$ cat config.mk
export PLATFORM = sky130hd
export DESIGN_NAME = fish_sprite_reader
export DESIGN_NICKNAME = d
export VERILOG_FILES = /design/src/rtl/fish_sprite_reader.sv
export SDC_FILE = /design/constraint.sdc
export NUM_CORES = 1
export LEC_CHECK = 0
export BUFFER_PORTS_ARGS = -buffer_cell sky130_fd_sc_hd__buf_2
export CELL_PAD_IN_SITES_DETAIL_PLACEMENT = 1
export CELL_PAD_IN_SITES_GLOBAL_PLACEMENT = 1
export CORE_MARGIN = 3
export CORE_UTILIZATION = 32
export DETAILED_ROUTE_END_ITERATION = 10
export GPL_TIMING_DRIVEN = 0
export PLACE_DENSITY_LB_ADDON = 0.3
export SLEW_MARGIN = 10
export SYNTH_ARGS = -nofsm -noshare
export SYNTH_HDL_FRONTEND = slang
export SYNTH_SLANG_ARGS = --single-unit
export TNS_END_PERCENT = 10
$ cat constraint.sdc
create_clock -name clk -period 2.6 [get_ports clk]
set_input_delay 0.26 -clock clk [delete_from_list [all_inputs] [get_ports clk]]
set_output_delay 0.26 -clock clk [all_outputs]
set_load 0.02 [all_outputs]
$ cat src/rtl/fish_sprite_reader.sv
// fish_sprite_reader
//
// Pixel-side reader for a 16x32 fish sprite ROM with a one-clock read
// latency. Once per frame the fish moves horizontally between X_MIN and
// X_MAX. For every incoming pixel the block decides whether the pixel is
// inside the fish box and drives the matching ROM row/col. It then aligns
// the hit flag with the ROM latency and masks out the transparent key colour.
//
// Optional feature: define FISH_MIRROR_EN to mirror the sprite horizontally
// while the fish swims left, so it always faces its travel direction.
//
// Ports:
//   clk        system clock, all logic on rising edge
//   reset      synchronous, active-high reset
//   x, y       current pixel column/row from the sync generator
//   video_on   active-display flag for x/y
//   freeze     hold the fish in place (hooked)
//   rom_row    row address to the sprite ROM (0 outside the fish box)
//   rom_col    column address to the sprite ROM (0 outside the fish box)
//   rom_data   ROM colour, valid one clock after the address
//   fish_on    pixel presented one clock earlier is opaque fish
//   fish_rgb   colour for that pixel, 12'h000 when fish_on = 0
//   fish_x     current fish left edge
//   dir_left   1 = swimming left (also while frozen after swimming left)
//   state_dbg  movement FSM state (0 = SWIM_R, 1 = SWIM_L, 2 = FROZEN)

module fish_sprite_reader #(
    parameter logic [9:0]  X_MIN     = 10'd0,
    parameter logic [9:0]  X_MAX     = 10'd608,
    parameter logic [9:0]  Y_POS     = 10'd300,
    parameter logic [2:0]  SPEED     = 3'd2,
    parameter logic [11:0] KEY_COLOR = 12'h0F0
) (
    input  logic        clk,
    input  logic        reset,
    input  logic [9:0]  x,
    input  logic [9:0]  y,
    input  logic        video_on,
    input  logic        freeze,
    output logic [3:0]  rom_row,
    output logic [4:0]  rom_col,
    input  logic [11:0] rom_data,
    output logic        fish_on,
    output logic [11:0] fish_rgb,
    output logic [9:0]  fish_x,
    output logic        dir_left,
    output logic [1:0]  state_dbg
);

    typedef enum logic [1:0] {
        SWIM_R = 2'd0,
        SWIM_L = 2'd1,
        FROZEN = 2'd2
    } state_t;

    state_t state;
    logic   saved_left;   // direction to resume after FROZEN
    logic   tick;         // one-cycle frame pulse, registered
    logic   hit;
    logic   hit_d;        // hit aligned with the ROM read latency

    // 11-bit copies so box-edge sums cannot overflow.
    logic [10:0] x_w, y_w, fx_w, ypos_w, xmin_w, xmax_w, spd_w;

    assign x_w    = {1'b0, x};
    assign y_w    = {1'b0, y};
    assign fx_w   = {1'b0, fish_x};
    assign ypos_w = {1'b0, Y_POS};
    assign xmin_w = {1'b0, X_MIN};
    assign xmax_w = {1'b0, X_MAX};
    assign spd_w  = {8'd0, SPEED};

    assign hit = video_on
              && (x_w >= fx_w)   && (x_w < fx_w + 11'd32)
              && (y_w >= ypos_w) && (y_w < ypos_w + 11'd16);

    // Only the low bits of the offsets matter: inside the box they are
    // exactly the sprite coordinates.
    logic [4:0] off_col;
    logic [3:0] off_row;

    assign off_col = x[4:0] - fish_x[4:0];
    assign off_row = y[3:0] - Y_POS[3:0];

    always_comb begin
        rom_row = 4'd0;
        rom_col = 5'd0;
        if (hit) begin
            rom_row = off_row;
`ifdef FISH_MIRROR_EN
            rom_col = dir_left ? (5'd31 - off_col) : off_col;
`else
            rom_col = off_col;
`endif
        end
    end

    assign fish_on  = hit_d && (rom_data != KEY_COLOR);
    assign fish_rgb = fish_on ? rom_data : 12'h000;

    assign dir_left  = (state == SWIM_L) || ((state == FROZEN) && saved_left);
    assign state_dbg = state;

    always_ff @(posedge clk) begin
        if (reset) begin
            state      <= SWIM_R;
            saved_left <= 1'b0;
            fish_x     <= X_MIN;
            tick       <= 1'b0;
            hit_d      <= 1'b0;
        end else begin
            tick  <= (x == 10'd0) && (y == 10'd481);
            hit_d <= hit;
            case (state)
                SWIM_R: begin
                    // freeze has priority over a coincident tick
                    if (freeze) begin
                        state      <= FROZEN;
                        saved_left <= 1'b0;
                    end else if (tick) begin
                        if (fx_w + spd_w >= xmax_w) begin
                            fish_x <= X_MAX;
                            state  <= SWIM_L;
                        end else begin
                            fish_x <= fish_x + {7'd0, SPEED};
                        end
                    end
                end
                SWIM_L: begin
                    if (freeze) begin
                        state      <= FROZEN;
                        saved_left <= 1'b1;
                    end else if (tick) begin
                        if (fx_w <= xmin_w + spd_w) begin
                            fish_x <= X_MIN;
                            state  <= SWIM_R;
                        end else begin
                            fish_x <= fish_x - {7'd0, SPEED};
                        end
                    end
                end
                FROZEN: begin
                    // position holds; movement resumes at the next tick
                    if (!freeze) begin
                        state <= saved_left ? SWIM_L : SWIM_R;
                    end
                end
                default: begin
                    state <= SWIM_R;
                end
            endcase
        end
    end

endmodule

After elaboration in Yosys (flattened, before gate mapping)
Index checks and enable logic that the tools add are counted.
- add/subtract/negate cells: 6
- $mul: 0
- divide/modulo/power cells: 0
- $lt $le $gt $ge: 6
- eq/ne operators: 15
- shifts and indexed selects: 0
- mux-type cells: 22
- bitwise operators: 0
- reductions and logical operators: 14
- operators by type and width (operator ; number):
    10-bit two-way mux ; 6
    10-bit one-hot mux with 2 select lines ; 1
    2-bit two-way mux ; 7
    2-bit inequality test (second input constant) ; 7
    12-bit two-way mux ; 1
    12-bit by 8-bit inequality test with 1-bit output (second input constant) ; 1
    10-bit by 2-bit adder with 11-bit output (second input constant) ; 1
    10-bit by 6-bit adder with 11-bit output (second input constant) ; 1
    11-bit by 10-bit >= comparator with 1-bit output (second input constant) ; 1
    10-bit by 11-bit < comparator with 1-bit output ; 1
    10-bit by 2-bit adder with 10-bit output (second input constant) ; 1
    10-bit by 9-bit equality test with 1-bit output (second input constant) ; 1
    10-bit >= comparator ; 1
    10-bit by 9-bit >= comparator with 1-bit output (second input constant) ; 1
    10-bit by 2-bit less-or-equal comparator with 1-bit output (second input constant) ; 1
    10-bit logical NOT ; 1
    10-bit by 9-bit < comparator with 1-bit output (second input constant) ; 1
    5-bit AND reduction ; 2
    10-bit by 2-bit subtractor with 10-bit output (second input constant) ; 1
    3-bit inequality test (second input constant) ; 3
    1-bit logical AND ; 7
    2-bit one-hot mux with 3 select lines ; 1
    5-bit two-way mux ; 1
    5-bit subtractor ; 1
    11 further kinds ; 13
- register bits after elaboration: 15
- bits in latches: 0
- RAM bits: 0
- ROM bits: 0
- logic and storage cells: 68
- memories: 0

Depth between registers and ports, before layout
Gate-level depths: netlist of run 1.
- depth after elaboration: 6
- depth in mapped cells: 11
- mapped depth without buffers: 10

Worst setup path before layout of run 1
No wires, ideal clock.
- kind: register -> output
- start: reg fish_x[6]
- end: out rom_col[3]
- arrival: 2873 ps
- data required time: 2340 ps
- path slack: -533 ps
- cell stages (with the launch flop): 10
- path buffers: 0
- path through: dfxtp_1 inv_1 ha_1 inv_1 ha_1 a2111oi_0 a21boi_0 o32a_1 or3_1 nor3b_1
- cells in the longest elaborated chain, start to end: 6
- RTL lines (what ; RTL line ; RTL):
    start, declared ; 45 ; output logic [9:0] fish_x,
    start signal, assigned ; 125 ; fish_x <= fish_x + {7'd0, SPEED};
    start signal, assigned ; 138 ; fish_x <= fish_x - {7'd0, SPEED};
    10-bit by 6-bit adder with 11-bit output / 10-bit >= comparator (equally long branches) ; 74 ; && (x_w >= fx_w) && (x_w < fx_w + 11'd32)
    10-bit by 11-bit < comparator with 1-bit output / 1-bit logical AND (equally long branches) ; 74 ;
    1-bit logical AND * ; 74 ;
    1-bit logical AND * (2 in a row) ; 75 ; && (y_w >= ypos_w) && (y_w < ypos_w + 11'd16);
    5-bit two-way mux * ; 88 ; if (hit) begin
    end, declared ; 41 ; output logic [4:0] rom_col,
Every way passes the cells marked *; elsewhere a longest branch is shown, timed or not.

Final worst setup path of run 1
- start: reg fish_x[5]
- end: out rom_col[3]
Same word-level chain as after synthesis.

==> run summary, run 1 <==
The run finished, with violations left. The checks that failed: setup timing. The global-route wire length before repair came out at 11200 um.

Of the synthesized area, sequential elements account for 0.145. The cell at the root of the clock tree is sky130_fd_sc_hd__clkbuf_8. The upper clock frequency limit came out at 334 MHz. Compared with the post-synthesis result, the final layout area differs by 38.6%. TritonCTS built the clock tree. The largest net degree at the start of global routing came out at 11. The clock buffer count from CTS is 3. The clock transition at the registers of the reported paths is 0.06 ns. Across all setup checks in the final design, the least slack found is -0.396 ns.

Counting every sink on the clock net gives 14. The die outline area is 7000 um2. Setup repair after global routing could not meet its margin everywhere.

The top cell types in the final layout, fill and taps aside, are sky130_fd_sc_hd__buf_2 (62), sky130_fd_sc_hd__nand2_1 (18), sky130_fd_sc_hd__and2_1 (18), sky130_fd_sc_hd__ha_1 (18). The power density relative to cell area is 201 nW/um2. The overall routing resource usage came out at 0.191.

In the synthesized netlist the async set-or-reset flop fraction comes to 0. The worst slew slack as a fraction of its limit came out at 0.272. The cell count after synthesis came out at 254. The number of enable-type register cells in the synthesized netlist came out at 0. The average via count per standard cell is 5.55. The count of endpoints failing hold in the final timing report came to 0. The data required time of the critical path came out at 2.34 ns. The height of the chip is 83.7 um. The post-layout total power is 538 uW. The initial antenna violation count is 0. Across the run, the number of max-cap violations was 0. In this run the worst hold path is classified as input port to register. The maximum fanout along the worst path is 5. The count of nets left with antenna violations after detail routing is 0. The worst setup path is launched from a register. For this run the aggregate overflow at the end of global routing stands at 0. The number of DRC markers after the initial detailed-route iteration is 90. The post-layout net count is 393. The routed layout has 2254 vias. Data on the critical path arrives at its endpoint at 2.74 ns. The starting density of the core is 0.340. The count of standard-cell rows is 27. The number of hold-repair buffers added at the cts stage is 0.

The number of fillers in the final layout is 731. The post-synthesis register bit count is 14. The net count after synthesis came out at 312.

The H-tree depth reported by CTS is 1. The core region is 5680 um2. The final critical-path share of the clock period is 1.15. The top flip-flop cell by instance count after synthesis is sky130_fd_sc_hd__dfxtp_1.

The most common cell after layout, fill and taps aside is sky130_fd_sc_hd__buf_2. The critical path is of the register to output pin type. At the pin with the least slew margin, the transition time is 1.08 ns. The worst setup skew after layout came out at 0.00449 ns. The number of global-route vias before repair came out at 2236. The horizontal extent of the die came out at 83.7 um.

The clock latency on the worst-skew pair came out at 0.25 ns. The fraction of layout instances using a drive strength above 1 came out at 0.389. STA classifies the critical path endpoint as an output pin. The final antenna diode count came out at 0. The per-cell routed wire length is 17.0 um.

After detailed routing, the total wire length is 6900 um. The mean post-synth cell area is 7.60 um2. The leakage power of the design is 1.14 nW. The pre-antenna-repair detailed-routing pass consisted of 4 iterations. The sum of net half-perimeters after detailed placement came out at 5350 um. The final weighted congestion of routability-driven global placement is 0.840. The warning count from the yosys run came out at 0. The final cell utilization of the core came out at 0.472. The time the final worst path needs with I/O delays and setup came out at 3.00 ns. After synthesis the cells add up to 1930 um2. Setup violations remaining at the end of the flow were counted as 9. The number of ports placed on the die boundary is 71. The count of final max-slew check failures is 0. During placement, the flow inserted port buffers numbering 69. The number of design rule violations left after detail routing came out at 0.

The peak supply drop came out at 0.000148 V. The maximum count of clock buffers along a single path is 2. The count of unique library cells instantiated by Yosys came out at 62.
==> synthesized netlist by cell type, drive strengths merged, types with 3 or more instances <==
master / count / area share
xnor2: 7 / 0.032
nor2: 18 / 0.035
nand2: 18 / 0.035
and2: 18 / 0.058
nor4: 6 / 0.019
ha: 21 / 0.14
buf: 6 / 0.028
a21oi: 13 / 0.034
nor3: 10 / 0.026
a21o: 4 / 0.016
a211oi: 7 / 0.027
a31oi: 6 / 0.019
o22ai: 3 / 0.0097
clkbuf: 6 / 0.033
dfxtp: 14 / 0.15
nand4: 5 / 0.016
o21ai: 17 / 0.052
nand3: 8 / 0.021
nand3b: 3 / 0.012
nor4b: 3 / 0.014
inv: 20 / 0.039
==> routing by layer <==
| metal | GRT usage | part of all wire | vias up |
|---|---|---|---|
| met5 | 0 | 0 | - |
| met4 | 0.0380 | 0.0083 | 0 |
| met3 | 0.0286 | 0.053 | 7 |
| met1 | 0.245 | 0.45 | 1086 |
| met2 | 0.336 | 0.49 | 66 |
| li1 | - | - | 1095 |
==> critical path, stage by stage (launching register included) <==
cell and delay (ns):
sky130_fd_sc_hd__dfxtp_4 0.38, sky130_fd_sc_hd__buf_6 0.12, sky130_fd_sc_hd__inv_4 0.04, sky130_fd_sc_hd__ha_4 0.26, sky130_fd_sc_hd__inv_2 0.04, sky130_fd_sc_hd__ha_4 0.22, sky130_fd_sc_hd__a2111oi_4 0.32, sky130_fd_sc_hd__a21boi_2 0.11
sky130_fd_sc_hd__o32a_1 0.19, sky130_fd_sc_hd__or3_4 0.45, sky130_fd_sc_hd__nor3b_4 0.22, sky130_fd_sc_hd__buf_6 0.14
==> cell families (layout without fill, tap and decap cells) <==
| logic type | after synthesis | after routing | share of synthesized area |
|---|---|---|---|
| and+or+nand+nor | 104 | 104 | 0.305 |
| AOI/OAI and AO/OA | 69 | 69 | 0.247 |
| buffers and inverters | 32 | 112 | 0.0998 |
| adders and majority gates | 22 | 22 | 0.146 |
| DFF | 14 | 14 | 0.145 |
| xor gates and xnor gates | 8 | 8 | 0.0363 |
| muxes | 3 | 3 | 0.0162 |
| other | 2 | 2 | 0.00389 |
==> what timing repair did <==
item / 4_1_cts / 5_1_grt
buffers inserted: 8 / 0
pin swaps: 16 / 2
gates resized for setup: 36 / 3
endpoints found under the setup margin: 10 / 9
cloned: 0 / 0
==> worst paths after layout <==
kind	from	end	slack (ns)	cells past startpoint
setup / recovery	fish_x[5]	rom_col[3]	-0.40	11
setup reg to reg	fish_x[2]	fish_x[5]	0.10	7
hold reg to reg	saved_left	saved_left	0.51	2
hold / removal	y[0]	tick	0.29	3
==> through the flow <==
| step | instances | setup slack (ns) | instance area [um2] | hold slack (ns) | setup TNS, ns |
|---|---|---|---|---|---|
| after CTS | 406 | -0.378 | 2670 | 0.285 | -2.53 |
| after floorplan | 254 | -0.0765 | 2000 | 0.409 | -0.238 |
| after detailed placement | 395 | -0.384 | 2440 | 0.499 | -3.14 |
| after global routing | 406 | -0.469 | 2680 | 0.294 | -3.43 |
| final | 406 | -0.396 | 2680 | 0.285 | -2.57 |
| after global placement | 395 | -0.380 | 2440 | 0.494 | -2.90 |
==> layout make-up <==
cell class / instances / area [um2] / area share
sequential: 14 / 295 / 0.110
clock buffer: 4 / 45.0 / 0.0168
tap: 72 / 90.1 / 0.0337
buffer: 11 / 114 / 0.0425
multi-input combinational: 208 / 1600 / 0.596
inverter: 20 / 81.3 / 0.0304
timing repair buffer: 77 / 455 / 0.170
==> flip-flops by register name, indices dropped and copies added, names as in the netlist <==
| register | count |
|---|---|
| fish_x | 9 |
| hit_d | 1 |
| state_dbg | 2 |
| tick | 1 |
| saved_left | 1 |
==> power by group <==
part / switching (mW) / leakage, nW / internal [mW]
registers: 0.00276 / 0.117 / 0.213
logic: 0.0687 / 0.997 / 0.0606
clock network: 0.0846 / 0.0228 / 0.109
(Power assumes the default switching activity.)
==> run 2: changes to the inputs <==
--- a/config.mk
+++ b/config.mk
@@ -5,12 +5,12 @@
 export SDC_FILE = /design/constraint.sdc
 export NUM_CORES = 1
 export LEC_CHECK = 0
-export BUFFER_PORTS_ARGS = -buffer_cell sky130_fd_sc_hd__buf_2
 export CELL_PAD_IN_SITES_DETAIL_PLACEMENT = 1
 export CELL_PAD_IN_SITES_GLOBAL_PLACEMENT = 1
 export CORE_MARGIN = 3
-export CORE_UTILIZATION = 32
+export CORE_UTILIZATION = 41
 export DETAILED_ROUTE_END_ITERATION = 10
+export DONT_BUFFER_PORTS = 1
 export GPL_TIMING_DRIVEN = 0
 export PLACE_DENSITY_LB_ADDON = 0.3
 export SLEW_MARGIN = 10
==> run summary, run 2 (synthesized netlist as in run 1, its figures left out) <==
The post-layout net count came out at 322. The overall routing resource usage is 0.232. The delay contributed by the slowest stage of the critical path came out at 0.46 ns. The fraction of layout instances using a drive strength above 1 is 0.232. The power density relative to cell area came out at 236 nW/um2. The number of ports placed on the die boundary is 71. The number of fillers in the final layout came out at 539. The kind of end point of the critical path is an output pin. The total non-filler cell area in the finished layout came out at 2250 um2. The number of DRC markers after the initial detailed-route iteration is 131. The final global-route overflow total is 0. The peak supply drop came out at 0.000187 V. The cell count after placement is 306.

The starting density of the core came out at 0.434. The critical path's most frequent cell is sky130_fd_sc_hd__ha_4. The worst setup skew after layout came out at 0.00458 ns.

The floorplan step defined a die boundary enclosing 5570 um2. The upper clock frequency limit is 332 MHz. The endpoint identified for the worst register-to-register timing path is hit_d.

The clock tree from TritonCTS is done. The count of final max-slew check failures is 0. The final cell utilization of the core is 0.506. The startpoint identified for the worst register-to-register timing path is fish_x[1]. At the end of routability-driven placement, the weighted congestion stood at 0.861. After clock tree synthesis, the flow added hold-fix buffers numbering 0.

The average via count per standard cell is 6.30. In this run the static leakage power is 0.794 nW. In the layout the commonest cells are sky130_fd_sc_hd__nand2_1 (18), sky130_fd_sc_hd__and2_1 (18), sky130_fd_sc_hd__inv_1 (17), sky130_fd_sc_hd__ha_1 (17), sky130_fd_sc_hd__nor2_1 (16). 0 antenna diodes ended up in the layout. Once detail routing completed, the nets flagged for antenna violations numbered 0. The class of the most critical setup path is register to output pin.

More flip-flops sit in one register than any other, and that register is fish_x. The number of cells on the worst reg-to-reg path is 10. The maximum count of clock buffers along a single path came out at 2. The clock buffer count from CTS came out at 3. Detailed placement ended at an HPWL of 4690 um. The worst path arrival time came out at 2.75 ns. The global-route wire length before repair came out at 10100 um.

The largest net degree at the start of global routing is 11. In this run the worst path has a maximum fanout of 7. The checks that failed: setup timing.

The path with the worst hold slack has its endpoint at state_dbg[1]. The final instance count without filler cells came out at 315. The clock latency on the worst-skew pair came out at 0.25 ns.

The worst slew slack as a fraction of its limit came out at 0.291. The placeable core region is 4440 um2. The count of standard-cell rows is 24.

STA classifies the critical path startpoint as a register. Setup violations remaining at the end of the flow were counted as 9. In this run the number of H-tree levels came out at 1. Traced cell by cell, the critical path runs through clkinvlp_4, ha_4, inv_2, ha_4, o2111ai_2, a21oi_1, a21boi_2, o32a_1, or3_4, nor3b_4. Detailed routing inserted a total of 1984 vias.

In this run the cell area measured after placement is 2070 um2. Setup repair after global routing could not meet its margin everywhere. After routing, the total negative slack on setup checks comes to -2.99 ns. The number of design rule violations left after detail routing is 0.

The count of buffers from port buffering came out at 0. The transition at the pin with the smallest max-transition slack came out at 1.06 ns. The clock sink total is 14.

The horizontal extent of the die is 74.6 um. The area overhead of the layout relative to synthesis came out at 16.5%. The start point of the worst hold path is freeze. The flow ran to the end, but the final reports show violations.

The cell at the root of the clock tree is sky130_fd_sc_hd__clkbuf_8. The final routed wirelength across all metal layers came out at 6260 um. The worst min-delay path category is input port to register.

The hold-critical path depth is 2. Data on the critical path is required at its endpoint by 2.34 ns. The per-cell routed wire length came out at 19.9 um. The height of the chip is 74.6 um.

The final critical-path share of the clock period came out at 1.16. The clock transition at the registers of the reported paths came out at 0.07 ns. The setup slack of the worst register-to-register path is 0.06 ns. The worst hold margin is 0.172 ns.

The count of endpoints failing hold in the final timing report is 0. The first detailed-routing pass ran for 4 iterations. The number of violations of the max-capacitance limit is 0. The pre-CTS worst setup slack is -0.553 ns. Total power for the finished layout comes to 532 uW. The number of flip-flops in the largest register is 9. Among all stages on the critical path, the largest delay is contributed by sky130_fd_sc_hd__dfxtp_4. Setup slack on the critical path of the routed design comes to -0.408 ns.

The number of global-route vias before repair came to 2092. The initial antenna violation count came to 0. The time the final worst path needs with I/O delays and setup came out at 3.01 ns.
==> run 2: changes by cell type in the layout (fill, tap and decap cells not counted), sizes merged <==
cell,change
buf,-71
==> run 2: area by class of cell <==
| class | instances | area [um2] | area share |
|---|---|---|---|
| inverters | 20 | 81.3 | 0.0362 |
| plain buffers | 12 | 121 | 0.0539 |
| multi-input cells | 208 | 1590 | 0.706 |
| well taps | 52 | 65.1 | 0.0289 |
| repair buffers | 5 | 37.5 | 0.0167 |
| clock buffers | 4 | 55.1 | 0.0245 |
| flip-flops and latches | 14 | 302 | 0.134 |
==> run 2: timing repair <==
| item | in CTS | in global routing |
|---|---|---|
| setup endpoints to repair | 15 | 16 |
| resized for setup | 22 | 6 |
| pin swaps | 8 | 2 |
| setup buffers | 5 | 0 |
==> run 2: how the worst max path moves through the flow <==
stage / start / end / slack [ns] / cells after the start
floorplan: fish_x[5] / rom_col[3] / -0.08 / 10
global placement: fish_x[2] / rom_row[3] / -0.52 / 8
detailed placement: fish_x[2] / rom_col[1] / -0.55 / 8
CTS: fish_x[5] / rom_col[3] / -0.42 / 10
global route: fish_x[6] / rom_col[3] / -0.51 / 9
finish: fish_x[6] / rom_col[3] / -0.41 / 10
==> run 2: critical path, delay by kind of cell (launching register included) <==
family,cells,cell delay (ns)
flip-flops,1,0.46
AND/OR/NAND/NOR,2,0.76
AO/OA/AOI/OAI,4,0.62
adder cells (fa/ha/maj),2,0.50
buffers and inverters,2,0.18
==> run 2: per-layer routing <==
layer,wire length [um],vias to the layer above,GRT usage
li1,-,946,-
met1,2760,956,0.304
met2,3070,75,0.401
met3,368,7,0.0360
met4,54,0,0.0553
met5,0,-,0
==> run 2: power by group <==
group | switching [mW] | total (mW) | internal, mW
clock | 0.0961 | 0.230 | 0.134
sequential | 0.00449 | 0.216 | 0.211
combinational | 0.0466 | 0.0854 | 0.0389
==> run 3: changes to the inputs <==
--- a/config.mk
+++ b/config.mk
@@ -5,14 +5,16 @@
 export SDC_FILE = /design/constraint.sdc
 export NUM_CORES = 1
 export LEC_CHECK = 0
+export ABC_AREA = 1
 export CELL_PAD_IN_SITES_DETAIL_PLACEMENT = 1
 export CELL_PAD_IN_SITES_GLOBAL_PLACEMENT = 1
 export CORE_MARGIN = 3
-export CORE_UTILIZATION = 41
+export CORE_UTILIZATION = 39
 export DETAILED_ROUTE_END_ITERATION = 10
 export DONT_BUFFER_PORTS = 1
 export GPL_TIMING_DRIVEN = 0
 export PLACE_DENSITY_LB_ADDON = 0.3
+export RECOVER_POWER = 100
 export SLEW_MARGIN = 10
 export SYNTH_ARGS = -nofsm -noshare
 export SYNTH_HDL_FRONTEND = slang
==> run summary, run 3 <==
The run finished, with violations left. The checks that failed: setup timing. The final global-route overflow total is 0. The starting density of the core is 0.416.

Setup slack on the worst reg-to-reg path comes out at 0.29 ns. The register with the most flip-flops in the layout has 9 of them. After synthesis, the share of cell area in mux cells is 0.

On the critical path the largest part of the delay comes from simple AND/OR/NAND/NOR gates. The count of mapped cells out of synthesis is 300. The final antenna diode count came out at 0. The worst hold path terminates at state_dbg[0]. The worst setup path is captured at an output pin. The count of final max-slew check failures came out at 0.

The count of buffers from port buffering came out at 0. The post-synthesis compound-gate area fraction is 0.146. Measured along the y axis, the die boundary spans 75.3 um.

The fraction of layout instances using a drive strength above 1 is 0.190. The clock transition at the registers of the reported paths is 0.06 ns. The count of endpoints failing hold in the final timing report was 0. Using the TritonRoute via totals, the vias-per-cell ratio works out to 5.82. The die outline area is 5670 um2. The number of buffers and inverters on the critical path is 3. The post-synthesis share of cell area spent on and, or, nand and nor gates came out at 0.372.

The critical path starts at fish_x[3]. The critical path goes through buf_6, inv_1, ha_1, nand2_1, nor2_1, nand2_1, o2111ai_2, nand3_4, buf_12, nor2_4. The largest net degree at the start of global routing is 11. Of all cell types, the one taking the most synthesized area is sky130_fd_sc_hd__dfxtp_1. The final weighted congestion of routability-driven global placement came out at 0.856. The delay contributed by the slowest stage of the critical path is 0.40 ns. The detailed route wirelength on metal3 came out at 396 um. The post-layout net count came out at 369. In this run the remaining antenna-violating nets after routing total 0.

The main combinational cell family by area after synthesis is simple AND/OR/NAND/NOR gates. The sum of net half-perimeters after detailed placement came out at 4930 um. The number of violations of the max-capacitance limit is 0. The top flip-flop cell by instance count after synthesis is sky130_fd_sc_hd__dfxtp_1. The number of DRC markers after the initial detailed-route iteration came out at 98.

IR analysis of the VDD net gives a maximum drop of 0.000150 V. Counting instances, the worst hold path has a depth of 1. The number of design rule violations left after detail routing came out at 0. The final routed wirelength across all metal layers came out at 6350 um. The share of Yosys cell area claimed by the top area cell type came out at 0.150. The number of search-and-repair iterations in the first detailed-routing pass is 4.

Signal routing reaches up to met4. The wire length on met2 came out at 3160 um. The number of hold-repair buffers added at the cts stage came out at 0.

The setup-violating endpoint count in the final report is 9. The global-route wire length before repair is 9910 um. The count of standard-cell rows is 24. The mean post-synth cell area came out at 6.24 um2.

The async set-reset flop share out of synthesis is 0. At the worst endpoint, the required time is 2.34 ns. The overall routing resource usage is 0.226.

The horizontal extent of the die is 75.3 um. The transition at the pin with the smallest max-transition slack came out at 0.700 ns. The library cell used most frequently in the layout, excluding fill and tap cells, is sky130_fd_sc_hd__nand2_1. The maximum fanout along the worst path came out at 10. In this run the cell area measured after placement is 1940 um2. sky130_fd_sc_hd__nor2_1 is the most common cell in the netlist.

The class of the most critical setup path is register to output pin. The net count after synthesis is 358. The initial antenna violation count came out at 0. The worst min-delay path category is input port to register.

The register with the most flip-flops in the final layout is fish_x. The maximum count of clock buffers along a single path came out at 2. The worst setup skew after layout came out at 0.00539 ns. The power density relative to cell area is 243 nW/um2. The total non-filler cell area in the finished layout is 2230 um2.

The number of global-route vias before repair is 2154. The count of unique library cells instantiated by Yosys came out at 36. Once layout is complete, the utilization of the core stands at 0.496.

The clock latency on the worst-skew pair is 0.25 ns. The clock buffer count from CTS came out at 3. By instance count, the cell type seen most on the critical path is sky130_fd_sc_hd__nand2_1. The overall via count from detail_route came out at 2107. Ranked by instance count, the synthesized netlist is headed by sky130_fd_sc_hd__nor2_1 (47), sky130_fd_sc_hd__nand2_1 (44), sky130_fd_sc_hd__inv_1 (43). The cell at the root of the clock tree is sky130_fd_sc_hd__clkbuf_8. TritonCTS built the clock tree.

After synthesis the netlist holds a flip-flop and latch count of 14. The wire length the detailed router placed on met1 came out at 2700 um. The upper clock frequency limit is 379 MHz.

The start point of the worst hold path is reset. Dividing the detail-routed wire length by the instance count gives 17.5 um. The area overhead of the layout relative to synthesis came out at 19.3%. After synthesis, the cell types taking the most area are sky130_fd_sc_hd__dfxtp_1 (15%), sky130_fd_sc_hd__ha_1 (14%), sky130_fd_sc_hd__nor2_1 (9.4%), sky130_fd_sc_hd__nand2_1 (8.8%), sky130_fd_sc_hd__inv_1 (8.6%).

The final worst slack is -0.0406 ns. The share of the Yosys chip area taken by registers is 0.150. In this run the tightest slew margin relative to its limit is 0.529. CTS saw 14 sinks.

The number of enable-type register cells in the synthesized netlist came out at 0. STA classifies the critical path startpoint as a register. Of the total synthesized cell area, the portion taken by full adders, half adders and majority gates is 0.151. The core region is 4500 um2.

After synthesis the cells add up to 1870 um2. Counting cells, the worst reg-to-reg path comes to 8. The library cells used most frequently in the layout, excluding fill and tap cells, are sky130_fd_sc_hd__nand2_1 (44), sky130_fd_sc_hd__inv_1 (41), sky130_fd_sc_hd__nor2_1 (38), sky130_fd_sc_hd__nand3_1 (24), sky130_fd_sc_hd__a21oi_1 (19).

The H-tree depth reported by CTS came out at 1. The time the final worst path needs with I/O delays and setup is 2.64 ns. The destination of the worst register-to-register timing path is fish_x[2]. The final critical-path share of the clock period is 1.02.

Among all stages on the critical path, the largest delay is contributed by sky130_fd_sc_hd__dfxtp_2. In this run the critical register-to-register path is launched from state_dbg[0]. For this design the static power due to leakage is 0.997 nW. The warning count from the yosys run came out at 0. Setup repair after global routing could not meet its margin everywhere. The number of ports placed on the die boundary is 71. The worst path arrival time is 2.38 ns. The fraction of synthesized cell area in xor and xnor cells came out at 0.0608.
## run 3: final cells by class
cell class / instances / area, um2
clock buffers: 4 / 55.1
flip-flops and latches: 14 / 303
repair buffers: 6 / 61.3
inverters: 49 / 193
multi-input cells: 232 / 1510
plain buffers: 5 / 41.3
fillers: 605 / 2270
well taps: 52 / 65.1
## run 3: per-layer routing
| metal | GRT usage | up-vias |
|---|---|---|
| met5 | 0 | - |
| met4 | 0.0563 | 0 |
| met3 | 0.0681 | 12 |
| met2 | 0.398 | 72 |
| met1 | 0.266 | 1007 |
| li1 | - | 1016 |
## run 3: how the worst max path moves through the flow
stage | slack, ns | cells past startpoint | end
final | -0.04 | 10 | rom_col[1]
after global routing | -0.17 | 10 | rom_row[1]
after CTS | -0.02 | 12 | rom_col[1]
after detailed placement | -0.34 | 11 | rom_col[1]
after global placement | -0.32 | 11 | rom_col[1]
after floorplan | 0.14 | 11 | rom_col[0]
## run 3: cells by family (layout without fill, tap and decap cells)
logic type | Yosys count | count (layout)
AO/OA/AOI/OAI | 46 | 46
XOR/XNOR | 13 | 13
adder cells (fa/ha/maj) | 22 | 22
buffers and inverters | 54 | 64
flip-flops | 14 | 14
other | 2 | 2
AND/OR/NAND/NOR | 149 | 149
## run 3: worst register-to-register path, delay by kind of cell, from the launching register on
family                 cells  cell delay [ns]
AOI/OAI and AO/OA          1             0.16
buffers and inverters      3             0.60
DFF                        1             0.50
and+or+nand+nor            4             0.99
## run 3: metrics by stage
step	hold slack (ns)	worst slack, ns	cells	TNS [ns]	power, mW
floorplan	0.329	0.139	300	0	0.298
global placement	0.332	-0.316	352	-2.58	0.313
finish	0.0739	-0.0406	362	-0.257	0.542
detailed placement	0.334	-0.344	352	-2.89	0.318
CTS	0.0687	-0.0218	362	-0.0218	0.544
global route	0.0689	-0.175	362	-1.47	0.571
## run 3: where the power goes
part | switching (mW) | internal [mW] | leakage, nW
Clock | 0.0865 | 0.134 | 0.0288
Sequential | 0.00608 | 0.212 | 0.119
Combinational | 0.0648 | 0.0385 | 0.850
## run 3: timing repair
| action | 4_1_cts | 5_1_grt |
|---|---|---|
| cloned | 0 | 0 |
| setup endpoints to repair | 9 | 9 |
| hold endpoints to repair | 0 | 0 |
| pin swaps | 6 | 2 |
| setup buffers | 6 | 0 |
| gates resized for setup | 49 | 3 |
